**src/rtl/busca_instrucao.sv**
```systemverilog
// busca_instrucao: instruction fetch unit with PC/IR and next-PC selection.
// Status flags are registered from the next state so they never glitch on inputs.
module busca_instrucao (
    input  logic        clock,
    input  logic        reset,
    output logic [7:0]  MemEnd,
    output logic        MemReq,
    input  logic        MemPronto,
    input  logic [15:0] MemDado,
    input  logic        Avanca,
    input  logic        Halt,
    input  logic        Salto,
    input  logic        Beq,
    input  logic        Zero,
    output logic [3:0]  OpCode,
    output logic [3:0]  Rs,
    output logic [3:0]  Rt,
    output logic [3:0]  Imm,
    output logic        InstrValida,
    output logic [7:0]  PC,
    output logic        Parado
);
    typedef enum logic [1:0] {INICIO, BUSCA, VALIDA, PARADO} state_t;
    state_t      state, state_nxt;
    logic [7:0]  pc, pc_nxt;
    logic [15:0] ir, ir_nxt;
    logic        mem_req, instr_valida, parado;

    always_ff @(posedge clock or negedge reset) begin
        if (!reset) begin
            state        <= INICIO;
            pc           <= 8'h00;
            ir           <= 16'h0000;
            mem_req      <= 1'b0;
            instr_valida <= 1'b0;
            parado       <= 1'b0;
        end else begin
            state        <= state_nxt;
            pc           <= pc_nxt;
            ir           <= ir_nxt;
            mem_req      <= state_nxt == BUSCA;
            instr_valida <= state_nxt == VALIDA;
            parado       <= state_nxt == PARADO;
        end
    end

    always_comb begin
        state_nxt = state;
        pc_nxt    = pc;
        ir_nxt    = ir;
        case (state)
            INICIO: state_nxt = BUSCA;
            BUSCA: if (MemPronto) begin
                ir_nxt    = MemDado;
                state_nxt = VALIDA;
            end
            VALIDA: if (Avanca) begin
                state_nxt = Halt ? PARADO : BUSCA;
                // branch offset is the sign-extended Imm field relative to PC+1
                pc_nxt    = Halt ? pc :
                            Salto ? ir[7:0] :
                            (Beq && Zero) ? pc + 8'd1 + {{4{ir[3]}}, ir[3:0]} :
                            pc + 8'd1;
            end
            default: state_nxt = PARADO;
        endcase
    end

    assign MemEnd      = pc;
    assign PC          = pc;
    assign MemReq      = mem_req;
    assign InstrValida = instr_valida;
    assign Parado      = parado;
    assign OpCode      = ir[15:12];
    assign Rs          = ir[11:8];
    assign Rt          = ir[7:4];
    assign Imm         = ir[3:0];
endmodule

```
**config.mk**
```make
export PLATFORM = sky130hd
export DESIGN_NAME = busca_instrucao
export DESIGN_NICKNAME = d
export VERILOG_FILES = /design/src/rtl/busca_instrucao.sv
export SDC_FILE = /design/constraint.sdc
export NUM_CORES = 1
export LEC_CHECK = 0
export CAP_MARGIN = 10
export CORE_UTILIZATION = 45
export DETAILED_ROUTE_END_ITERATION = 8
export PLACE_DENSITY_LB_ADDON = 0.2
export SYNTH_ARGS = -nofsm -noshare
export SYNTH_HDL_FRONTEND = slang
export SYNTH_SLANG_ARGS = --single-unit
```
**constraint.sdc**
```tcl
create_clock -name clock -period 4.5 [get_ports clock]
set_clock_uncertainty 0.15 [all_clocks]
set_input_delay 1.125 -clock clock [delete_from_list [all_inputs] [get_ports clock]]
set_output_delay 1.125 -clock clock [all_outputs]
set_load 0.02 [all_outputs]
```
# Word-level counts from Yosys, hierarchy flattened
# Cells that the tools add are included.
# W data, S select, Z words.
dict set report totals {
  reg_bits 29
  in_bits 24
  output_inout_bits 35
}
dict set report classes {
  addsub 2
  n_eq_ne 5
  n_mux 6
  bitwise_logic 1
  n_reduce_logical 4
}
# operator count
set ops {}
lappend ops {{$mux W8} 2}
lappend ops {{$add A8 B1 Y8 const B} 1}
lappend ops {{$add A8 B8 Y8} 1}
lappend ops {{$eq A2 B2 Y1 const B} 3}
lappend ops {{$mux W2} 3}
lappend ops {{$pmux W2 S3} 1}
lappend ops {{$eq A2 B1 Y1 const B} 2}
lappend ops {{$reduce_and A3 Y1} 1}
lappend ops {{$logic_not A2 Y1} 1}
lappend ops {{$reduce_and A2 Y1} 1}
lappend ops {{$logic_and A1 B1 Y1} 1}
lappend ops {{$not A1 Y1} 1}

# Longest topological paths before layout
# Gate-level depths: netlist of run 1.
dict set report depth {
  word_depth 4
  mapped_depth 9
}

# Worst setup path after synthesis of run 1
# Ideal clock, no wire load.
dict set report synth_timing {
  path_kind {reg2reg}
  from {register pc[0] (netlist: MemEnd[0])}
  to {register pc[7] (netlist: MemEnd[7])}
  t_arrival_ns 2.707
  required_time_ns 4.281
  path_slack_ns 1.574
  stages_incl_launch_ff 10
  path_buffers 0
  synth_period_minus_slack_ns 2.926
  cell_sequence {dfrtp_1 -> ha_1 -> nand3_1 -> xnor2_1 -> ha_1 -> a21o_1 -> a22o_1 -> or4_4 -> or4_1 -> nand3_1}
}
dict set report synth_between {
  elab_chain_len 4
}
# element line
set synth_lines {}
lappend synth_lines {{start: declaration} 25} ;# logic [7:0] pc, pc_nxt;
lappend synth_lines {{start signal: assignment} 39} ;# pc <= pc_nxt;
lappend synth_lines {{$add A8 B1 Y8 (*)} {62, 63}}
lappend synth_lines {{$add A8 B8 Y8} 62} ;# (Beq && Zero) ? pc + 8'd1 + {{4{ir[3]}}, ir[3:0]} :
lappend synth_lines {{$mux W8 (*)} 62}
lappend synth_lines {{$mux W8 (*)} 61} ;# Salto ? ir[7:0] :
# Mark *: on every way between the ends. The rest lies on a longest branch, timed or not.
# A chain may end at the register's enable or synchronous reset.

# Worst setup path after layout of run 1
dict set report layout_timing {
  from {input port Beq}
  to {register pc[7] (netlist: MemEnd[7])}
}
dict set report layout_between {
  elab_chain_len 3
}
# element line
set layout_lines {}
lappend layout_lines {{start: declaration} 13} ;# input logic Beq,
lappend layout_lines {{$logic_and A1 B1 Y1} 62}
lappend layout_lines {{$mux W8} 62}
lappend layout_lines {{$mux W8} 61}
# Every way passes these cells.

==> results of run 1 <==
==> metrics by stage <==
stage               total power [W]   util  instance area [sq um]
global route                0.00142  0.649                   2380
detailed placement          0.00113  0.625                   2290
finish                      0.00134  0.649                   2380
global placement            0.00111  0.625                   2290
floorplan                  0.000857      -                   1720
CTS                         0.00135  0.649                   2380
==> area by class of cell <==
type	instances	area share
timing repair buffer	59	0.247
clock buffer	7	0.0363
sequential	29	0.305
multi-input combinational	118	0.381
tap	48	0.0253
inverter	3	0.00474
==> routing by layer <==
| layer | up-vias | GRT usage | wire length [microns] |
|---|---|---|---|
| li1 | 691 | - | - |
| met1 | 680 | 0.264 | 1710 |
| met2 | 36 | 0.360 | 1950 |
| met3 | 5 | 0.0500 | 187 |
| met4 | 0 | 0.0767 | 53 |
| met5 | - | 0 | 0 |
==> logic make-up after synthesis <==
| logic type | Yosys count | synth area share |
|---|---|---|
| xor gates and xnor gates | 10 | 0.0510 |
| AOI/OAI and AO/OA | 32 | 0.119 |
| DFF | 29 | 0.423 |
| adders and majority gates | 10 | 0.0773 |
| and+or+nand+nor | 48 | 0.163 |
| buffers and inverters | 15 | 0.0503 |
| muxes | 18 | 0.117 |
==> state kept, by name, summed over array words and instances (netlist names) <==
name / count
Parado: 1
state: 2
InstrValida: 1
ir: 16
MemEnd: 8
MemReq: 1
==> synth_stat cells, types with 2 or more instances <==
| master | n |
|---|---|
| ha_1 | 9 |
| mux2_2 | 16 |
| a21oi_1 | 12 |
| nand2_1 | 8 |
| or3b_2 | 2 |
| xnor2_1 | 6 |
| nor3_1 | 2 |
| mux2i_1 | 2 |
| inv_1 | 3 |
| buf_4 | 8 |
| nand3b_1 | 3 |
| xor2_1 | 4 |
| and3_1 | 5 |
| a221o_1 | 2 |
| dfrtp_1 | 29 |
| nand3_1 | 7 |
| nor2_1 | 8 |
| a2111oi_0 | 2 |
| clkbuf_1 | 4 |
| o21ai_0 | 9 |
| nor3b_1 | 3 |
==> worst paths after layout <==
kind / to / start / cells past startpoint
worst min-delay path: ir[8]$_DFFE_PN0P_ / ir[8]$_DFFE_PN0P_ / 1
max in group asynchronous: ir[9]$_DFFE_PN0P_ / reset / 2
worst max-delay path: MemEnd[7]$_DFFE_PN0P_ / Beq / 5
worst min register to register: ir[8]$_DFFE_PN0P_ / ir[8]$_DFFE_PN0P_ / 1
min in group asynchronous: ir[1]$_DFFE_PN0P_ / reset / 2
worst max register to register: MemEnd[7]$_DFFE_PN0P_ / MemEnd[0]$_DFFE_PN0P_ / 9
==> power breakdown <==
| part | internal (W) | switching [W] | leakage [nW] | total [W] |
|---|---|---|---|---|
| Combinational | 0.000361 | 0.000346 | 0.595 | 0.000707 |
| Sequential | 0.000338 | 0.0000907 | 0.358 | 0.000429 |
| Clock | 0.000121 | 0.0000839 | 0.0443 | 0.000205 |
==> flow_metrics.tcl, run 1 <==
set metrics [dict create \
    final.setup.worst_slack_ps 1440 \
    hpwlAfterDp_mm 2.96 \
    routedWlPerCell_microns 14.8 \
    nets 250 \
    cp_slowest_stage_delay_ps 640 \
    fmax_mhz 327 \
    start_util 0.469 \
    power-per-cell-area_mw_per_mm2 564 \
    drc 0 \
    regToRegSetupSlack_ps 1490 \
    yosys_warnings 0 \
    cts_tree "done" \
    final_common_cell "clkdlybuf4s50_1" \
    first_global_vias 1452 \
    period_minus_slack_ps 3060 \
    drive_above_1_share 0.144 \
    status "finished, final reports clean" \
    grt_max_degree 30 \
    min_path_type "reg2reg" \
    setup_viol 0 \
    cts_max_path_buffers 2 \
    p_leak_nw 0.997 \
    wirelength_mm 3.90 \
    route.vias.total 1412 \
    cp_top_family "simple AND/OR/NAND/NOR gates" \
    worst_pin_slew_ps 823 \
    vias_per_cell 5.35 \
    io_buffers 58 \
    antenna_found_initial 0 \
    cpMaxStageDelayCell "or4_4" \
    synth_edf_count 0 \
    fin_setup_tns_ps 0 \
    worstSetupPathType "in2reg" \
    ant_nets 0 \
    slew_viol_final 0 \
    n_antenna_cell 0 \
    slew_headroom 0.450 \
    yosysUniqueCellTypes 39 \
    async_reset_ff_frac 1.00 \
    crit_required_ps 4560 \
    finalWeightedCongestion 0.805 \
    end_kind "flip-flop" \
    drtIter0Drc 95 \
    root_buffer "clkbuf_8" \
    cp.arrival_ps 3110 \
    post-route-period-util 0.679 \
    syn-cell-area_sq_mm 0.00172 \
    startpoint_type "primary input" \
    synth_top_cell_by_area "dfrtp_1" \
    ir_drop_v 0.000337 \
    grt-ovfl-total 0 \
    die_w_microns 63.8 \
    cp_max_fo 15 \
    fp.dieH_microns 63.8 \
    rows 22 \
    syn_area_per_cell_sq_um 10.6 \
    io-pin-count 59 \
    cts_buffers 5 \
    cts_setup_buffers 0 \
    pre_cts_slack_ps 1170 \
    layout_common_cells "clkdlybuf4s50_1 (58), dfrtp_1 (29), mux2_2 (16), a21oi_1 (12)" \
    synth_fp_nets 196 \
    place_inst 257 \
    clock-sinks 29 \
    core-area_sq_mm 0.00366 \
    clk_latency_ps 270 \
    hold_ws_ps 366 \
    multi_input_area_sq_um 905 \
    syn_to_final_growth_pct 38.4 \
    synthTopCellsByArea "dfrtp_1 (42%), mux2_2 (10%), ha_1 (6.6%)" \
    gr-usage-all-layers 0.213 \
    hold_viol_final 0 \
    cts_resized 0 \
    seq_area_sq_um 726 \
    die_area_sq_mm 0.00407 \
    maxCapViolCount 0 \
    cts_hold_buf 0 \
    rsz0062_at_grt "no" \
    synth_flop_cell "dfrtp_1" \
    first_pass_iters 4 \
    htreeDepth 2 \
    grt_pass1_wl_mm 6.67 \
    synth_top_area_share 0.423 \
    synth_seq_area_share 0.423 \
    crit_buf_inv 1 \
    syn_inst 162 \
    crit_chain "clkdlybuf4s50_1 > nand2_1 > or4_4 > or4_1 > nand3_1" \
    nFillCells 323 \
    final_cells 264 \
    clkTransAtPathRegs_ps 50 \
    synth-seq-cells 29 \
]
No activity file was read; power rests on OpenSTA's default activity.
==> run 2: changes to the inputs <==
==> constraint.sdc (replaced) <==
create_clock -name clock -period 2.9 [get_ports clock]
set_clock_uncertainty 0.15 [all_clocks]
set_input_delay 0.725 -clock clock [delete_from_list [all_inputs] [get_ports clock]]
set_output_delay 0.725 -clock clock [all_outputs]
set_load 0.02 [all_outputs]
==> run 2 against run 1 <==
Net effect: highest routed layer unchanged; critical path depth rose by 3; clock power rose by 79%; sequential cell count did not move; cell count up 3.8%; global-route usage increased by 1.3 points; non-clock buffer count increased by 9; die area did not move; worst hold slack got worse by 6.9 ps.
==> flow_metrics.tcl, run 2 (synthesized netlist as in run 1, its figures left out) <==
set metrics [dict create \
    first_pass_iters 4 \
    startpoint "MemEnd[0]$_DFFE_PN0P_" \
    drc 0 \
    reg2reg_from "MemEnd[0]$_DFFE_PN0P_" \
    cts_hold_buf 0 \
    cts_buffers 5 \
    die_w_microns 63.8 \
    maxCapViolCount 0 \
    io-pin-count 59 \
    final_cells 274 \
    place_inst 266 \
    htreeDepth 2 \
    finalWeightedCongestion 0.869 \
    gr-usage-all-layers 0.226 \
    final.setup.worst_slack_ps 116 \
    largest_register_ffs 16 \
    clock-sinks 29 \
    regMostFlops "ir" \
    power_frac_comb 0.539 \
    status "finished, final reports clean" \
    p_switching_w 0.000851 \
    fin_util 0.679 \
    n_antenna_cell 0 \
    placed_cell_area_sq_mm 0.00236 \
    start_util 0.469 \
    first_global_vias 1529 \
    drive_above_1_share 0.204 \
    period_minus_slack_ps 2780 \
    crit_required_ps 2970 \
    antenna_found_initial 0 \
    ff2ff_path_depth 8 \
    worstSetupPathType "reg2reg" \
    clkTransAtPathRegs_ps 70 \
    startpoint_type "flip-flop" \
    reg2reg_to "MemEnd[7]$_DFFE_PN0P_" \
    routedWlPerCell_microns 15.2 \
    power-per-cell-area_mw_per_mm2 882 \
    cp.arrival_ps 2860 \
    p_leak_nw 1.07 \
    min_path_type "reg2reg" \
    ant_nets 0 \
    critPathCapture "MemEnd[7]$_DFFE_PN0P_" \
    regToRegSetupSlack_ps 120 \
    hpwlAfterDp_mm 3.16 \
    end_kind "flip-flop" \
    final_common_cell "clkdlybuf4s50_1" \
    clk_latency_ps 280 \
    cts_max_path_buffers 2 \
    worst_pin_slew_ps 550 \
    cts_tree "done" \
    grt_max_degree 30 \
    route.vias.total 1470 \
    slew_headroom 0.624 \
    core-area_sq_mm 0.00366 \
    layout_common_cells "clkdlybuf4s50_1 (58), dfrtp_1 (28), mux2_2 (16), a21oi_1 (12), buf_4 (10)" \
    seq_power_share 0.294 \
    clockPowerShare 0.167 \
    nets 259 \
    fp.dieH_microns 63.8 \
    post-route-period-util 0.960 \
    fin_setup_tns_ps 0 \
    pre_cts_slack_ps 80.2 \
    cts_setup_buffers 0 \
    vias_per_cell 5.36 \
    p_sw_frac 0.388 \
    grt-ovfl-total 0 \
    wirelength_mm 4.17 \
    final_area_sq_mm 0.00249 \
    root_buffer "clkbuf_8" \
    io_buffers 58 \
    intPower_w 0.00134 \
    fmax_mhz 359 \
    drtIter0Drc 116 \
    die_area_sq_mm 0.00407 \
    nFillCells 274 \
    grt_pass1_wl_mm 7.02 \
    setup_viol 0 \
    syn_to_final_growth_pct 44.9 \
    ir_drop_v 0.000509 \
    hold_viol_final 0 \
    rows 22 \
    cts_resized 0 \
    slew_viol_final 0 \
    cp_max_fo 3 \
    rsz0062_at_grt "no" \
]
run 2: cell types whose count changed in the layout (fill, tap and decap cells not counted), sizes merged:
cell	delta
clkinv	+1
buf	+9
run 2: worst min path at each step:
stage / start / end / slack [ps] / cells past startpoint
floorplan: reset / InstrValida$_DFF_PN0_ / 280 / 0
global placement: ir[15]$_DFFE_PN0P_ / ir[15]$_DFFE_PN0P_ / 340 / 1
detailed placement: ir[15]$_DFFE_PN0P_ / ir[15]$_DFFE_PN0P_ / 350 / 1
CTS: ir[15]$_DFFE_PN0P_ / ir[15]$_DFFE_PN0P_ / 360 / 1
global route: ir[14]$_DFFE_PN0P_ / ir[14]$_DFFE_PN0P_ / 370 / 1
finish: ir[14]$_DFFE_PN0P_ / ir[14]$_DFFE_PN0P_ / 360 / 1
run 2: layout make-up:
type / count / area (sq um) / area share
multi-input combinational: 118 / 932 / 0.375
sequential: 29 / 727 / 0.292
timing repair buffer: 68 / 656 / 0.264
clock buffer: 7 / 96.3 / 0.0387
tap: 48 / 60.1 / 0.0241
inverter: 3 / 11.3 / 0.00453
clock inverter: 1 / 5.00 / 0.00201
run 2: metal layers:
| metal | up-vias | GRT usage | share of wire |
|---|---|---|---|
| met3 | 7 | 0.0643 | 0.051 |
| met4 | 0 | 0.0994 | 0.021 |
| met1 | 719 | 0.269 | 0.43 |
| li1 | 703 | - | - |
| met2 | 41 | 0.376 | 0.50 |
| met5 | - | 0 | 0 |
run 2: worst max-delay path, cell delays in order (launching register included):
cell	delay [ps]
dfrtp_2	400
ha_1	230
xor2_1	210
ha_1	310
nor2_1	220
nor4_1	90
or4_4	530
or4_1	480
nand3_1	90
run 2: power by group through the flow:
stage / combinational, W / sequential (W) / clock [W]
finish: 0.00118 / 0.000646 / 0.000366
global route: 0.00126 / 0.000667 / 0.000391
CTS: 0.00115 / 0.000641 / 0.000376
detailed placement: 0.00114 / 0.000648 / 0
global placement: 0.00110 / 0.000638 / 0
floorplan: 0.000545 / 0.000786 / 0
run 2: stage by stage:
step                      power (W)  hold slack [ps]
after floorplan             0.00133              279
after global placement      0.00174              337
after detailed placement    0.00179              349
after CTS                   0.00217              363
after global routing        0.00232              373
final                       0.00219              359
